==> src/rtl/ps2_rx_fifo.sv <==
// PS/2 device-to-host receiver with a first-word-fall-through byte FIFO.
// Frames are decoded on a debounced ps2_clk. Framing, parity and timeout faults raise sticky flags.
module ps2_rx_fifo #(
  parameter int DEPTH       = 8,
  parameter int FILT_LEN    = 4,
  parameter int TIMEOUT_CYC = 20000
) (
  input  logic                     clk,
  input  logic                     rst,
  input  logic                     ps2_clk,
  input  logic                     ps2_data,
  input  logic                     rd_en,
  input  logic                     err_clr,
  output logic [7:0]               dout,
  output logic                     empty,
  output logic                     full,
  output logic [$clog2(DEPTH):0]   count,
  output logic                     busy,
  output logic                     parity_err,
  output logic                     frame_err,
  output logic                     overflow
);

  localparam int AW = $clog2(DEPTH);
  localparam int CW = AW + 1;
  localparam int FW = $clog2(FILT_LEN + 1);
  localparam int TW = $clog2(TIMEOUT_CYC + 1);

  localparam logic [1:0] IDLE   = 2'd0;
  localparam logic [1:0] DATA   = 2'd1;
  localparam logic [1:0] PARITY = 2'd2;
  localparam logic [1:0] STOP   = 2'd3;

  logic          c_s1, c_s2, d_s1, d_s2;
  logic          fclk, fclk_d, fall;
  logic [FW-1:0] fcnt;
  logic [1:0]    state;
  logic [2:0]    bitcnt;
  logic [7:0]    sh;
  logic          par;
  logic [TW-1:0] tcnt;
  logic          timeout, stop_ev, par_ok;
  logic          fe_set, pe_set, ov_set, push, pop;
  logic [7:0]    mem [DEPTH];
  logic [AW-1:0] rd_ptr, wr_ptr;

  always_ff @(posedge clk or posedge rst) begin
    if (rst) begin
      c_s1 <= 1'b1;
      c_s2 <= 1'b1;
      d_s1 <= 1'b1;
      d_s2 <= 1'b1;
    end else begin
      c_s1 <= ps2_clk;
      c_s2 <= c_s1;
      d_s1 <= ps2_data;
      d_s2 <= d_s1;
    end
  end

  // fclk follows c_s2 only after FILT_LEN consecutive cycles of disagreement
  always_ff @(posedge clk or posedge rst) begin
    if (rst) begin
      fclk   <= 1'b1;
      fclk_d <= 1'b1;
      fcnt   <= '0;
    end else begin
      fclk_d <= fclk;
      if (c_s2 != fclk) begin
        if (fcnt == FW'(FILT_LEN - 1)) begin
          fclk <= c_s2;
          fcnt <= '0;
        end else begin
          fcnt <= fcnt + 1'b1;
        end
      end else begin
        fcnt <= '0;
      end
    end
  end

  assign fall    = fclk_d & ~fclk;
  assign busy    = (state != IDLE);
  assign timeout = busy && !fall && (tcnt == TW'(TIMEOUT_CYC - 1));
  assign stop_ev = fall && (state == STOP);
  assign par_ok  = ^{sh, par};
  assign fe_set  = timeout || (stop_ev && !d_s2);
  assign pe_set  = stop_ev && d_s2 && !par_ok;
  assign ov_set  = stop_ev && d_s2 && par_ok && full && !rd_en;
  assign push    = stop_ev && d_s2 && par_ok && (!full || rd_en);
  assign pop     = rd_en && !empty;

  // tcnt holds the number of cycles since the last in-frame falling edge
  always_ff @(posedge clk or posedge rst) begin
    if (rst) begin
      state  <= IDLE;
      bitcnt <= '0;
      sh     <= '0;
      par    <= 1'b0;
      tcnt   <= '0;
    end else begin
      if (timeout || (fall && (state == STOP || (state == IDLE && d_s2))))
        tcnt <= '0;
      else if (fall)
        tcnt <= TW'(1);
      else if (busy)
        tcnt <= tcnt + 1'b1;
      else
        tcnt <= '0;

      if (timeout) begin
        state <= IDLE;
      end else if (fall) begin
        case (state)
          IDLE: begin
            if (!d_s2) begin
              state  <= DATA;
              bitcnt <= '0;
            end
          end
          DATA: begin
            sh     <= {d_s2, sh[7:1]};
            bitcnt <= bitcnt + 1'b1;
            if (bitcnt == 3'd7) state <= PARITY;
          end
          PARITY: begin
            par   <= d_s2;
            state <= STOP;
          end
          default: state <= IDLE;
        endcase
      end
    end
  end

  always_ff @(posedge clk or posedge rst) begin
    if (rst) begin
      for (int i = 0; i < DEPTH; i++) mem[i] <= '0;
      rd_ptr <= '0;
      wr_ptr <= '0;
      count  <= '0;
    end else begin
      if (push) begin
        mem[wr_ptr] <= sh;
        wr_ptr      <= wr_ptr + 1'b1;
      end
      if (pop) rd_ptr <= rd_ptr + 1'b1;
      case ({push, pop})
        2'b10:   count <= count + CW'(1);
        2'b01:   count <= count - CW'(1);
        default: count <= count;
      endcase
    end
  end

  assign dout  = mem[rd_ptr];
  assign empty = (count == '0);
  assign full  = (count == CW'(DEPTH));

  // a set in the same cycle as err_clr wins
  always_ff @(posedge clk or posedge rst) begin
    if (rst) begin
      parity_err <= 1'b0;
      frame_err  <= 1'b0;
      overflow   <= 1'b0;
    end else begin
      if (pe_set) parity_err <= 1'b1;
      else if (err_clr) parity_err <= 1'b0;
      if (fe_set) frame_err <= 1'b1;
      else if (err_clr) frame_err <= 1'b0;
      if (ov_set) overflow <= 1'b1;
      else if (err_clr) overflow <= 1'b0;
    end
  end

endmodule
==> config.mk <==
export PLATFORM = sky130hd
export DESIGN_NAME = ps2_rx_fifo
export DESIGN_NICKNAME = d
export VERILOG_FILES = /design/src/rtl/ps2_rx_fifo.sv
export SDC_FILE = /design/constraint.sdc
export NUM_CORES = 1
export LEC_CHECK = 0
export BUFFER_PORTS_ARGS = -buffer_cell sky130_fd_sc_hd__buf_2
export CAP_MARGIN = 40
export CORE_UTILIZATION = 57
export CTS_BUF_LIST = sky130_fd_sc_hd__clkbuf_4
export CTS_CLUSTER_SIZE = 12
export DETAILED_ROUTE_END_ITERATION = 16
export PLACE_DENSITY_LB_ADDON = 0.08
export RECOVER_POWER = 100
export SLEW_MARGIN = 5
export SYNTH_ARGS = -nofsm -noshare
export SYNTH_HDL_FRONTEND = slang
export SYNTH_SLANG_ARGS = --single-unit
==> constraint.sdc <==
create_clock -name clk -period 3.8 [get_ports clk]
set_input_delay 0.19 -clock clk [delete_from_list [all_inputs] [get_ports clk]]
set_output_delay 0.19 -clock clk [all_outputs]
set_load 0.1 [all_outputs]
==> results.md, run 1 <==
* Final setup viols at 0
* Tcrit/Tclk final at approximately nine tenths
* CTS sink cnt at 115
* Status: finished, violations left
* Detail Route Antenna Nets at 0
* Synth Area in XOR/XNOR at between 4 and 5%
* Initial Util at 59.3%
* Synth Area in Adders at roughly 3.3%
* Main combinational cell family by area after synthesis: multiplexers
* Share of post-route cells with drive strength above 1 at 31.8%
* Core Rows at 35
* Worst setup SP type: flop
* Synth Register Bits at 115
* Final nets at 478
* Final Hold Viols at 0
* DRT iter0 DRCs at 99
* Fmax at 0.295 GHz
* Asr flop ratio synth at between 90% and 100%
* Headroom to the max-slew limit at -5.57%
* Unrepaired setup endpoints after global routing: false
* Avg Cell Area, Syn at 13.1 um2
* Data required time at the worst endpoint at between 4 and 5 ns
* CTS buffer count at 17
* Worst Skew at 0.0181 ns
* Drt pass-1 iters at 4
* Vias in the first global route at 3395
* Antenna cells at 0
* Input/output buffers at 23
* I/O pin count at 24
* Synth Area in Compound Gates at 2.04%
* Worst-path clk slew at ~0.09 ns
* Cts repair resizes at 0
* Worst Path Class, Setup: reg -> reg
* Net Count, Synth at 440
* Die area at 10100 um2
* Total track usage at around a quarter
* Worst-margin pin slew at 1.58 ns
* Worst VDD drop at 0.898 mV
* Max-slew violation count at between 60 and 70
* Dpl cells at 563
* PD cells at 679 nW/um2
* Chip Width at ~100 um
* Nature of the critical path endpoint: flop
* Synth cell types at 47
* Mux share of post-synthesis cell area at 22.6%
* Prevailing post-synth register cell: dfrtp_1
* Reg area at 2890 um2
* Post-synthesis cell area at 5510 um2
* Fill count at between 700 and 800
* Gate Count Post-Synth at 420
* LEAKAGE at about 2.8 nW
* Die height at around 100 um
* Simple-gate share of the synthesized area at between 10% and 20%
* Max clock buf depth at 2
* Fin Setup TNS at 0 ns
* Core area at around 9300 um2
* Vias at 3339
* CTS tree: yes
* Routed WL per cell at 17.4 um
* Sequential fraction of the synthesis area at 52.4%
* Min Hold Slack at 0.337 ns
* First-pass GRT wire length at 17500 um
* Area of the multi-input gates at 2430 um2
* GP Congestion at approximately 0.76
* Via density at 5.57
* Max FO, Critical Path at 11
* Failing checks: capacitance limit, slew limit
* Post-Layout Cell Count at 600
* Cts hold-fix bufs at 4
* Post-CTS Repair Setup Buffers at 0
* Root buffer cell: clkbuf_4
* Gr ovfl total at 0
* Final Critical Period at 3.39 ns
* Max_cap viols at 1
* Post-synth EDFFs at 0
* CTS H-tree depth at 4
* Worst endpoint data arrival time at roughly 3.8 ns
* WL final at roughly 10000 um
* Area Overhead vs Synth at 9.59%
* Finished Core Util at 65.0%
* Worst hold-check path type: in -> reg
* Ys Warns at 0
* DRC viols at 0
* Largest net degree at the start of global routing at 66
* Final HPWL DP at 6800 um
* Initial antenna violation count at 0
* Worst-Skew Late Latency at about 0.5 ns
layer usage:
metal  routed length (um)  part of all wire, %  track usage (%)  vias up
met5                    0                    0                0        -
met4                  186                  1.8             8.14        0
met3                  387                  3.7             6.48       14
met2                 4940                   47             36.1       52
met1                 4920                   47             33.0     1715
li1                     -                    -                -     1558
through the flow:
| stage | total power, mW | setup WS (ns) | area (um2) |
|---|---|---|---|
| 2_1_floorplan | 3.14 | 0.0865 | 5540 |
| 6_report | 4.10 | 0.414 | 6040 |
| 4_1_cts | 4.33 | 0.585 | 6150 |
| 3_3_place_gp | 3.40 | 0.684 | 5800 |
| 5_1_grt | 4.36 | 0.216 | 6040 |
| 3_5_place_dp | 3.48 | 0.614 | 5850 |
power breakdown:
part / switching, mW / internal [mW] / total [mW]
registers: 0.289 / 1.40 / 1.69
logic: 1.02 / 0.550 / 1.57
clock network: 0.429 / 0.414 / 0.842
total: 1.73 / 2.37 / 4.10
cell usage in the layout (no fill, tap or decap), types with 3 or more instances in the layout:
cell,instances
dfrtp_1,106
nor4_1,4
buf_2,5
mux4_2,16
xnor2_1,22
dfstp_2,5
a21oi_1,3
o21ai_0,6
inv_1,16
dlygate4sd3_1,5
nor3_1,8
and3_1,3
mux2_2,75
xor2_1,6
nand3_1,9
clkbuf_4,22
o22ai_1,3
clkbuf_1,21
dfrtp_2,3
clkinv_2,3
nand2_1,42
nor2b_1,5
ha_1,13
nor2_1,18
buf_4,4
clkinv_1,6
cells by family after synthesis:
| group | count (synthesis) |
|---|---|
| buf+inv | 38 |
| xor+xnor | 29 |
| flops | 115 |
| fa+ha+maj | 14 |
| mux | 95 |
| simple gates | 111 |
| compound gates | 18 |
sequential cells by signal, summed over array words and instances (netlist names), 2 cells and up:
| name | flops |
|---|---|
| bitcnt | 3 |
| count | 4 |
| fcnt | 3 |
| mem | 64 |
| rd_ptr | 3 |
| sh | 8 |
| state | 2 |
| tcnt | 15 |
| wr_ptr | 3 |
Yosys cell counts (4+ instances only):
cell,number,area [um2]
clkbuf_1,14,52.6
dfrtp_1,109,2730
dfstp_2,6,158
ha_1,13,163
inv_1,17,63.8
mux2_2,75,845
mux4_2,16,360
nand2_1,42,158
nand3_1,9,45.0
nor2_1,18,67.6
nor2b_1,5,31.3
nor3_1,8,40.0
nor4_4,4,85.1
o21ai_0,6,30.0
xnor2_1,21,184
xor2_1,6,52.6
critical path: stages (launching register included):
cell and delay, ns:
dfrtp_1 0.54, xor2_1 0.24, xnor3_1 0.45, xnor2_1 0.17, clkbuf_1 0.33, nor4_2 1.12, mux2_2 0.43
worst paths after layout:
path                            startpoint       end  slack, ns  cells after the start
worst max-delay path                 sh[3]   mem[33]       0.41                      6
min in group asynchronous              rst  count[1]       0.45                      3
max in group asynchronous              rst     sh[2]       0.83                      5
worst max register to register       sh[3]   mem[33]       0.41                      6
worst min register to register        c_s1      c_s2       0.36                      0
worst min-delay path              ps2_data      d_s1       0.34                      2
cell type report:
cell class                 count  share of cell area [%]
clock buffer                  22                    2.74
timing repair buffer          39                    3.71
sequential                   115                    47.9
tap                          129                    2.67
clock inverter                10                    1.55
multi-input combinational    267                    40.3
inverter                      18                    1.14
(Power assumes the default switching activity.)
==> run 2: changes to the inputs <==
--- a/config.mk
+++ b/config.mk
@@ -7,6 +7,7 @@
 export LEC_CHECK = 0
 export BUFFER_PORTS_ARGS = -buffer_cell sky130_fd_sc_hd__buf_2
 export CAP_MARGIN = 40
+export CORE_MARGIN = 8
 export CORE_UTILIZATION = 57
 export CTS_BUF_LIST = sky130_fd_sc_hd__clkbuf_4
 export CTS_CLUSTER_SIZE = 12
==> run 2 against run 1 <==
The flow still finishes with violations (capacitance limit, slew limit). Count of clock-buffer cells in the layout fell by 3. Combinational power barely moved. Power fell by 4.8%. Fmax rose by 2.3%. Worst setup slack improved by 0.076 ns. Die area rose by 30%. Flip-flop and latch count did not move. Non-clock buffer count fell by 3. Register-to-register slack improved by 0.18 ns. Routed wire length fell by 2.2%. Clock skew fell by 0.0019 ns. Design area fell by 0.97%. Largest cell class unchanged. Highest routed layer unchanged.
==> results.md, run 2 (synthesis results as in run 1) <==
* CTS H-tree depth at 4
* Final Power at 3.90 mW
* Reg2reg start: sh[3]
* Biggest regs: mem (64), tcnt (15), sh (8)
* Initial Util at about 57%
* Largest net degree at the start of global routing at 51
* Most frequent cells in the layout: dfrtp_1, mux2_2, nand2_1
* Worst-margin pin slew at 2.18 ns
* Fin Setup TNS at 0 ns
* Vias at around 3300
* Cts repair resizes at 0
* DRC viols at 0
* Final Critical Period at between 3 and 4 ns
* Worst endpoint data arrival time at 3.12 ns
* CTS buffer count at 17
* Worst-path clk slew at approximately 0.090 ns
* Worst Skew at 0.0163 ns
* Fmax at 0.302 GHz
* Chip Width at roughly 110 um
* Worst setup SP type: flop
* Headroom to the max-slew limit at -46.4%
* Worst VDD drop at 0.626 mV
* Area of the multi-input gates at 2470 um2
* Hold path endpoint: c_s1
* WL final at 10200 um
* CTS tree: yes
* Max_cap viols at 1
* Root buffer cell: clkbuf_4
* Detail Route Antenna Nets at 0
* CTS sink cnt at 115
* Post-CTS Repair Setup Buffers at 0
* Tcrit/Tclk final at 87.1%
* Vias in the first global route at 3407
* Max FFs per register at 64
* Worst r2r dst: mem[61]
* Max FO, Critical Path at 14
* Antenna cells at 0
* Worst hold-check path type: in -> reg
* Final HPWL DP at 6770 um
* Core area at 9590 um2
* Reg2reg path depth at 6
* Unrepaired setup endpoints after global routing: false
* Max-slew violation count at a little over 50
* Post-Layout Cell Count at 599
* Input/output buffers at 23
* Final Hold Viols at 0
* Dpl cells at 564
* Min-delay src: ps2_clk
* First-pass GRT wire length at 17500 um
* Fill count at 772
* Total track usage at 17.5%
* Gr ovfl total at 0
* Die height at 114 um
* Die area at 13100 um2
* Via density at 5.48
* GP Congestion at 0.760
* DRT iter0 DRCs at 179
* Cts hold-fix bufs at 5
* Share of post-route cells with drive strength above 1 at about 33%
* Worst Path Class, Setup: reg -> out
* Max clock buf depth at 2
* PD cells at 653 nW/um2
* Final setup viols at 0
* Reg2reg setup slack at 0.59 ns
* Worst-Skew Late Latency at 0.51 ns
* Commonest non-fill, non-tap cell in the layout: dfrtp_1
* Nature of the critical path endpoint: output pin
* Hold Path Depth at 2
* Drt pass-1 iters at 6
* Critical Path Start: rd_ptr[0]
* Final nets at ~480
* Status: finished, violations left
* Initial antenna violation count at 0
* LEAKAGE at 2.79 nW
* I/O pin count at 24
* Most flops, register: mem
* Reg area at roughly 2900 um2
* Failing checks: capacitance limit, slew limit
* Core Rows at 36
* Area Overhead vs Synth at 8.52%
* Data required time at the worst endpoint at 3.61 ns
* Routed WL per cell at 17.0 um
==> run 2: layout make-up <==
| class | instances | area share, % |
|---|---|---|
| Clock inverter | 11 | 0.816 |
| Sequential cell | 115 | 48.3 |
| Tap cell | 133 | 2.78 |
| Timing Repair Buffer | 36 | 3.16 |
| Clock buffer | 19 | 2.39 |
| Multi-Input combinational cell | 267 | 41.4 |
| Inverter | 18 | 1.15 |
==> run 2: critical path, stage by stage (launching register included) <==
cell,delay (ns)
dfrtp_1,0.48
clkbuf_1,0.85
mux4_2,0.61
mux2_2,0.30
clkbuf_2,0.38
==> run 2: metal layers <==
| metal | part of all wire [%] | vias up | track usage [%] |
|---|---|---|---|
| met2 | 46 | 57 | 25.4 |
| met3 | 4.3 | 8 | 5.33 |
| met4 | 1.0 | 0 | 5.50 |
| met1 | 49 | 1671 | 24.6 |
| met5 | 0 | - | 0 |
| li1 | - | 1546 | - |
==> run 2: report_power, final <==
group | internal [mW] | leakage (nW) | switching, mW | total, mW
Clock | 0.247 | 0.119 | 0.414 | 0.661
Combinational | 0.517 | 1.13 | 1.03 | 1.55
Sequential | 1.40 | 1.54 | 0.290 | 1.69
==> run 2: how the worst max path moves through the flow <==
| stage | depth (start not counted) | slack (ns) | endpoint |
|---|---|---|---|
| after floorplan | 12 | 0.09 | count[3] |
| after global placement | 12 | 0.71 | count[3] |
| after detailed placement | 12 | 0.63 | count[3] |
| after CTS | 12 | 0.60 | count[3] |
| after global routing | 4 | 0.24 | dout[7] |
| final | 4 | 0.49 | dout[7] |
==> run 2: stage by stage <==
step	worst slack [ns]	util (%)	area [um2]	hold slack, ns
after floorplan	0.0865	-	5540	0.194
after global placement	0.707	60.4	5790	0.296
after detailed placement	0.625	60.5	5810	0.299
after CTS	0.603	63.1	6050	0.278
after global routing	0.240	62.3	5980	0.278
final	0.490	62.3	5980	0.325
==> run 3: changes to the inputs <==
--- a/config.mk
+++ b/config.mk
@@ -5,6 +5,7 @@
 export SDC_FILE = /design/constraint.sdc
 export NUM_CORES = 1
 export LEC_CHECK = 0
+export ABC_AREA = 1
 export BUFFER_PORTS_ARGS = -buffer_cell sky130_fd_sc_hd__buf_2
 export CAP_MARGIN = 40
 export CORE_MARGIN = 8
==> run 3 against run 2 <==
Worst setup slack improved by 0.15 ns. Utilization up 0.41 points. The run still ends with capacitance limit, slew limit left. Critical path type unchanged. Worst hold slack got worse by 0.20 ns. Fmax grew 4.7%. Largest cell class unchanged. Largest power group is now combinational logic.
==> results.md, run 3 <==
* Max-slew violation count at 65
* Antenna cells at 0
* Worst setup SP type: flop
* Commonest non-fill, non-tap cell in the layout: nand2_1
* Simple-gate share of the synthesized area at 30.0%
* Worst VDD drop at 0.609 mV
* GR Util met1 at 28.2%
* Worst Skew at 0.0160 ns
* PD cells at 791 nW/um2
* Synth Register Bits at 115
* Final Critical Period at 3.16 ns
* Worst Path Class, Setup: reg -> out
* Mux share of post-synthesis cell area at 0.193%
* Die height at between 100 and 150 um
* Vias in the first global route at between 4000 and 5000
* WL final at 14000 um
* Initial Util at 57.4%
* Worst-margin pin slew at 2.80 ns
* Worst endpoint data arrival time at 2.97 ns
* Synth Area in XOR/XNOR at 2.86%
* Synth Area in Adders at between 3 and 4%
* GP Congestion at 0.842
* Initial antenna violation count at 0
* Synth top area share at 46.8%
* Most frequent cells in the layout: nand2_1, dfrtp_1, nor2_1
* Input/output buffers at 23
* Biggest regs: mem (64), tcnt (15), sh (8)
* Fill count at 875
* Most flops, register: mem
* Final WS setup at 0.639 ns
* Worst hold-check path type: in -> reg
* Status: finished, violations left
* Top cells by count, synth: nand2_1, dfrtp_1, nor2_1
* CP Cell Sequence: inv_1 -> buf_4 -> o21ai_0 -> a31oi_1 -> clkbuf_1
* CTS sink cnt at 115
* DRT iter0 DRCs at 436
* Nature of the critical path endpoint: output pin
* Final nets at 759
* Root buffer cell: clkbuf_4
* Met3 usage at 5.75%
* Max FFs per register at 64
* Via density at ~5.5
* DRC viols at 0
* Gate Count Post-Synth at 715
* Failing checks: capacitance limit, slew limit
* GR peak layer: met2
* Worst-path clk slew at 0.10 ns
* Headroom to the max-slew limit at -87.9%
* Fmax at about 0.32 GHz
* Final Hold Viols at 0
* Worst-Skew Late Latency at about 0.53 ns
* Synth Area in Compound Gates at 7.07%
* Met2 usage at 35.2%
* Gr ovfl total at 0
* Ys Warns at 0
* Sequential fraction of the synthesis area at around 50%
* Post-synth EDFFs at 0
* Core Rows at 37
* Avg Cell Area, Syn at between 8 and 9 um2
* Reg2reg setup slack at between 0.7 and 0.8 ns
* Tcrit/Tclk final at between 80 and 90%
* CTS buffer count at 17
* Total track usage at 21.9%
* First-pass GRT wire length at 23000 um
* Net Count, Synth at 735
* Fin Setup TNS at 0 ns
* Synth area leaders: dfrtp_1, nand2_1, nand3_1
* Post-synthesis cell area at 5820 um2
* Post-Layout Cell Count at slightly below 900
* Max_cap viols at 1
* Final HPWL DP at 9320 um
* Drt pass-1 iters at 5
* Unrepaired setup endpoints after global routing: false
* LEAKAGE at 3.28 nW
* Detail Route Antenna Nets at 0
* Data required time at the worst endpoint at approximately 3.6 ns
* Final setup viols at 0
* Critical Path Slowest Stage Cell: clkbuf_1
* Synth cell types at 36
* Routed WL per cell at 15.7 um
* Die area at 13700 um2
* Crit-path max cell delay at 0.89 ns
* Most frequent cell after synthesis: nand2_1
* Largest net degree at the start of global routing at 70
* Cts repair resizes at 0
* Vias at 4899
* Share of post-route cells with drive strength above 1 at 8.91%
* I/O pin count at 24
* Prevailing post-synth register cell: dfrtp_1
* Asr flop ratio synth at between 90% and 100%
* Largest area contributor in the netlist: dfrtp_1
* Chip Width at 117 um
* Core area at 10100 um2
* Post-Place Setup Slack at 0.842 ns
* Area Overhead vs Synth at 9.17%
* Dpl cells at around 850
* CTS H-tree depth at 4
* Main combinational cell family by area after synthesis: simple AND/OR/NAND/NOR gates
* Max clock buf depth at 2
* CTS tree: yes
* Max FO, Critical Path at 20
-- run 3: cell type report --
type | instances | area (um2) | area share [%]
inverters | 56 | 211 | 3.33
clock inverters | 15 | 262 | 4.11
flip-flops and latches | 115 | 2890 | 45.4
clock buffers | 17 | 128 | 2.01
repair buffers | 33 | 170 | 2.68
multi-input cells | 516 | 2530 | 39.8
well taps | 136 | 170 | 2.68
-- run 3: cells by family (layout without fill, tap and decap cells) --
| family | after synthesis | in the layout |
|---|---|---|
| AO/OA/AOI/OAI | 75 | 75 |
| XOR/XNOR | 19 | 19 |
| adder cells (fa/ha/maj) | 14 | 14 |
| buffers and inverters | 84 | 121 |
| flip-flops | 115 | 115 |
| multiplexers | 1 | 1 |
| AND/OR/NAND/NOR | 407 | 407 |
-- run 3: power by group --
part	total [mW]	switching, mW	leakage (nW)	internal, mW
clock	1.20	0.481	0.201	0.716
sequential	1.56	0.191	1.55	1.37
combinational	2.27	1.80	1.53	0.470
total	5.03	2.47	3.28	2.55
-- run 3: repair_timing --
action,in CTS,in global routing
buffers inserted,0,0
hold buffers,4,0
endpoints found under the hold margin,66,0
-- run 3: worst max-delay path: cells and delay by family, from the launching register on --
family	cells	cell delay, ns
AOI/OAI and AO/OA	2	0.40
buffers and inverters	3	1.66
DFF	1	0.40
-- run 3: per-stage QoR --
stage | total power, mW | cell area [um2] | util (%) | hold slack, ns
global placement | 3.84 | 5980 | 58.9 | 0.297
global route | 5.31 | 6360 | 62.7 | 0.124
CTS | 5.09 | 6400 | 63.2 | 0.0881
detailed placement | 3.88 | 5980 | 58.9 | 0.296
finish | 5.03 | 6360 | 62.7 | 0.126
floorplan | 3.46 | 5850 | - | 0.194
-- run 3: per-layer routing --
| metal | up-vias | wire, um |
|---|---|---|
| met1 | 2371 | 6230 |
| met5 | - | 0 |
| li1 | 2366 | - |
| met3 | 19 | 819 |
| met4 | 0 | 237 |
| met2 | 143 | 6690 |
-- run 3: worst paths after layout --
kind / startpoint / to / depth (start not counted)
min reg2reg: d_s1 / d_s2 / 0
max: rd_ptr[0] / dout[1] / 5
max reg2reg: sh[0] / count[3] / 20
max in group asynchronous: rst / count[0] / 4
min in group asynchronous: rst / count[2] / 3
min: rd_en / rd_ptr[0] / 4
